===== src/rtl/sll_seq.sv =====
// sll_seq: multi-cycle 16-bit logical left shifter for the ALU.
// One log-shifter stage is applied per clock over four SHIFT cycles, so the
// latency is fixed regardless of the shift amount. The block also produces
// carry-out and zero flags and holds its results until the next operation.
//
// Ports:
//   clk    - rising-edge clock
//   rst_n  - asynchronous active-low reset
//   start  - request, sampled only while idle
//   a      - 16-bit operand, captured on acceptance
//   b      - 4-bit shift amount (0..15), captured on acceptance
//   busy   - high from the cycle after acceptance through the done cycle
//   done   - one-cycle pulse marking out/carry/zero valid
//   out    - a << b, zero-filled from the LSB end
//   carry  - last bit shifted out (a[16-b]), 0 when b == 0
//   zero   - out == 0
module sll_seq (
    input  logic        clk,
    input  logic        rst_n,
    input  logic        start,
    input  logic [15:0] a,
    input  logic [3:0]  b,
    output logic        busy,
    output logic        done,
    output logic [15:0] out,
    output logic        carry,
    output logic        zero
);

    typedef enum logic [1:0] {
        IDLE  = 2'd0,
        SHIFT = 2'd1,
        DONE  = 2'd2
    } state_t;

    state_t      state;
    state_t      state_next;
    logic [1:0]  k;
    logic [15:0] work;
    logic [15:0] work_shifted;
    logic [3:0]  amt;
    logic        carry_next;
    logic [3:0]  carry_idx;
    logic        carry_calc;

    // State register
    always_ff @(posedge clk or negedge rst_n) begin
        if (!rst_n) begin
            state <= IDLE;
        end else begin
            state <= state_next;
        end
    end

    // Next-state logic
    always_comb begin
        state_next = state;
        unique case (state)
            IDLE:    if (start) state_next = SHIFT;
            SHIFT:   if (k == 2'd3) state_next = DONE;
            DONE:    state_next = IDLE;
            default: state_next = IDLE;
        endcase
    end

    // One log-shifter stage: stage k shifts by 2^k when amt[k] is set.
    always_comb begin
        work_shifted = work;
        if (amt[k]) begin
            unique case (k)
                2'd0: work_shifted = {work[14:0], 1'b0};
                2'd1: work_shifted = {work[13:0], 2'b00};
                2'd2: work_shifted = {work[11:0], 4'h0};
                2'd3: work_shifted = {work[7:0],  8'h00};
                default: work_shifted = work;
            endcase
        end
    end

    // 16-b computed modulo 16: for b = 1..15 this is exactly the index of
    // the last bit shifted out; b = 0 is masked separately.
    always_comb begin
        carry_idx  = 4'd0 - b;
        carry_calc = (b != 4'd0) ? a[carry_idx] : 1'b0;
    end

    // Datapath and registered handshake outputs
    always_ff @(posedge clk or negedge rst_n) begin
        if (!rst_n) begin
            work       <= '0;
            amt        <= '0;
            k          <= '0;
            carry_next <= 1'b0;
            out        <= '0;
            carry      <= 1'b0;
            zero       <= 1'b0;
            busy       <= 1'b0;
            done       <= 1'b0;
        end else begin
            busy <= (state_next != IDLE);
            done <= (state_next == DONE);
            unique case (state)
                IDLE: begin
                    if (start) begin
                        work       <= a;
                        amt        <= b;
                        carry_next <= carry_calc;
                        k          <= '0;
                    end
                end
                SHIFT: begin
                    work <= work_shifted;
                    k    <= k + 2'd1;
                    if (k == 2'd3) begin
                        out   <= work_shifted;
                        carry <= carry_next;
                        zero  <= (work_shifted == '0);
                    end
                end
                default: begin
                end
            endcase
        end
    end

endmodule


===== config.mk =====
export PLATFORM = sky130hd
export DESIGN_NAME = sll_seq
export DESIGN_NICKNAME = d
export VERILOG_FILES = /design/src/rtl/sll_seq.sv
export SDC_FILE = /design/constraint.sdc
export NUM_CORES = 1
export LEC_CHECK = 0
export ABC_AREA = 0
export BUFFER_PORTS_ARGS = -buffer_cell sky130_fd_sc_hd__buf_2
export CAP_MARGIN = 10
export CORE_MARGIN = 4
export CORE_UTILIZATION = 39
export DETAILED_ROUTE_END_ITERATION = 12
export HOLD_SLACK_MARGIN = 0.1
export PLACE_DENSITY = 0.62
export SYNTH_ARGS = -nofsm -noshare
export SYNTH_HDL_FRONTEND = slang
export SYNTH_SLANG_ARGS = --single-unit

===== constraint.sdc =====
create_clock -name clk -period 6.35 [get_ports clk]
set_clock_uncertainty 0.1 [all_clocks]
set_input_delay 1.27 -clock clk [delete_from_list [all_inputs] [get_ports clk]]
set_output_delay 1.27 -clock clk [all_outputs]
set_load 0.01 [all_outputs]

==> flow_summary.ini <==
[synth]
syn_inst = 261
synthTopCellsByCount = 45 x dfrtp_1, 27 x nand2_1, 25 x o21ai_0
ys_ff_latch = 45
synth_area_um2 = 2600
synth_ff_type = dfrtp_1
synth_fa_ha_area_share_pct = 2.40
synth_compound_area_share_pct = 22.6
synth_xor_area_share_pct = 0.673
yosysUniqueCellTypes = 42
synth_mux_area_share_pct = 15.9
synth_top_family_by_area = compound AO/OA/AOI/OAI gates
synth_nets = 289
yosysSeqAreaShare_pct = 43.2
synth_edf_count = 0
async_reset_ff_share_pct = 100
synth_warnings = 0
synth-simple-area-share_pct = 8.94
synth_top_area_share_pct = 43.2
yosysTopAreaCell = dfrtp_1
avgSynthCellArea_um2 = 9.98
yosys-top-cells-area = dfrtp_1 43%, mux2i_1 7.7%, o21ai_0 4.8%, mux4_2 4.3%, nand2_1 3.9%
synth.most_common_cell = dfrtp_1

[cells_and_area]
layout.nets = 320
n_fill_cell = 618
num_antenna_cells = 0
drive_gt1_share_pct = 23.2
final_cells = 370
syn2layout_area_growth_pct = 11.9

[sta]
fmax_ghz = 0.291
grt_setup_unrepaired = false
relSlewSlack_pct = 26.9
finalSetupViolCount = 0
slew_viol_final = 0
finalCritPeriodShare_pct = 54.1
fin_crit_ns = 3.43
fin_ws_ns = 2.92
tightest_slew_ns = 1.09
setup_tns_ns = 0
hold_violations = 0

[pwr]
clkPwrFrac_pct = 10.7
p_per_area_nw_per_um2 = 574
netSwitchingPower_uw = 775
peakVddDrop_mv = 0.264
p_comb_share_pct = 55.7
swShare_pct = 46.4
leakagePower_uw = 0.00136
p_int_uw = 896
seq_power_share_pct = 33.6

[worst_setup_path]
required_ns = 6.47
startpoint = state[0]
critical_path_class = flip-flop to flip-flop
cp-start-kind = flip-flop
arrival_ns = 3.55
crit_path_end_kind = flip-flop
cp_max_fo = 32
r2r_start = state[0]

[grt]
grt_max_degree = 46
grt_overflow = 0
antenna_found_initial = 0
grt_pass1_wl_um = 10400
grt_use_total_pct = 15.9
grt_pass1_vias = 1944

[routing]
avgViaCountPerCell = 5.66
ant_nets = 0
wl_per_cell_um = 17.2
drcViolationCount = 0
vias = 2095
dr.first_iter.drc_count = 184
routed_wl_um = 6360
first_pass_iters = 7

[clocking]
insertion_delay_ns = 0.30
holdBufCountCts = 0
path_clk_slew_ns = 0.09
cts.path.max_buffers = 2
cts_root_buffer = clkbuf_8
post_cts_buffers = 0
h-tree-depth = 2
ctsResizeCount = 0
cts_tree = done
clock_sinks = 45
cts_buffers = 5

[floorplanning]
start_util_pct = 40.5
die_area_um2 = 8050
io_pins = 43
die_y_um = 89.7
coreArea_um2 = 6420
fp.dieW_um = 89.7
rows = 29

[placed_design]
place.gp.congestion = 0.843
io_buffers = 42
dp_hpwl_um = 4770
placed_cells = 362
pre_cts_ws_ns = 2.93

[status]
status = finished clean

[hold_path]
min_from = out[8]
min_path_type = flip-flop to flip-flop

[flow_run]
drv_cap = 0
[cells by family (layout without fill, tap and decap cells)]
family	count (synthesis)	count (layout)
compound gates	86	86
xor+xnor	2	2
fa+ha+maj	5	5
buf+inv	39	71
flops	45	45
mux	33	33
simple gates	51	51
[flip-flops by register name (all words and copies together), names as in the netlist, 2 cells and up]
signal  flops
out        16
amt         4
k           2
state       2
work       16
[cell type report]
type / count / area (um^2) / area share [%]
Multi-Input combinational cell: 177 / 1320 / 45.1
Inverter: 20 / 75.1 / 2.58
Sequential cell: 45 / 1130 / 38.7
Timing Repair Buffer: 43 / 218 / 7.47
Clock inverter: 2 / 10.0 / 0.344
Clock buffer: 6 / 72.6 / 2.49
Tap cell: 77 / 96.3 / 3.31
[path summary, 6_finish.rpt]
path,endpoint,slack [ns],cells past startpoint
worst max-delay path,zero,2.92,5
worst min-delay path,out[8],0.38,2
worst max register to register,zero,2.92,5
worst min register to register,out[8],0.38,2
max in group asynchronous,work[7],4.52,1
min in group asynchronous,out[3],1.03,1
[layout by cell type, fill, tap and decap left out, types with 2 or more instances in the layout]
cell / n
a22oi_1: 2
mux2_2: 7
nor2_1: 10
mux4_2: 5
clkbuf_8: 5
inv_1: 20
o21ai_0: 25
o22a_1: 9
a21oi_1: 15
ha_1: 5
xnor2_1: 2
nand4_1: 2
a221oi_1: 2
a222oi_1: 8
o22ai_1: 10
dfrtp_1: 45
buf_2: 42
mux2i_1: 20
clkinv_2: 2
a22o_1: 2
o31a_1: 2
nor2b_1: 4
nand2_1: 27
a211o_1: 3
[power groups by stage]
stage | combinational (uW) | clock [uW] | sequential, uW
2_1_floorplan | 718 | 0 | 543
3_3_place_gp | 919 | 0 | 562
3_5_place_dp | 926 | 0 | 566
4_1_cts | 931 | 181 | 559
5_1_grt | 1040 | 192 | 581
6_report | 931 | 178 | 561
[per-layer routing]
metal / wire length [um] / vias to the layer above / GRT usage, %
li1: - / 1019 / -
met1: 3110 / 992 / 23.0
met2: 2730 / 74 / 23.6
met3: 406 / 10 / 3.26
met4: 117 / 0 / 6.00
met5: 0 / - / 0
[stage by stage]
step                power (uW)  cell area [um^2]  hold WS (ns)  utilization, %
floorplan                 1260              2600         0.362               -
global placement          1480              2830         0.363            44.1
detailed placement        1490              2830         0.368            44.1
CTS                       1670              2910         0.388            45.4
global route              1810              2910         0.409            45.4
finish                    1670              2910         0.379            45.4
[worst max-delay path, cell delays in order (launching register included)]
cell,delay (ns)
dfrtp_1,0.61
nor2b_1,0.92
nand2_1,0.81
a2111oi_2,0.47
o2111ai_1,0.18
o31ai_2,0.25
Note: power is estimated with default switching activity, not from simulation.
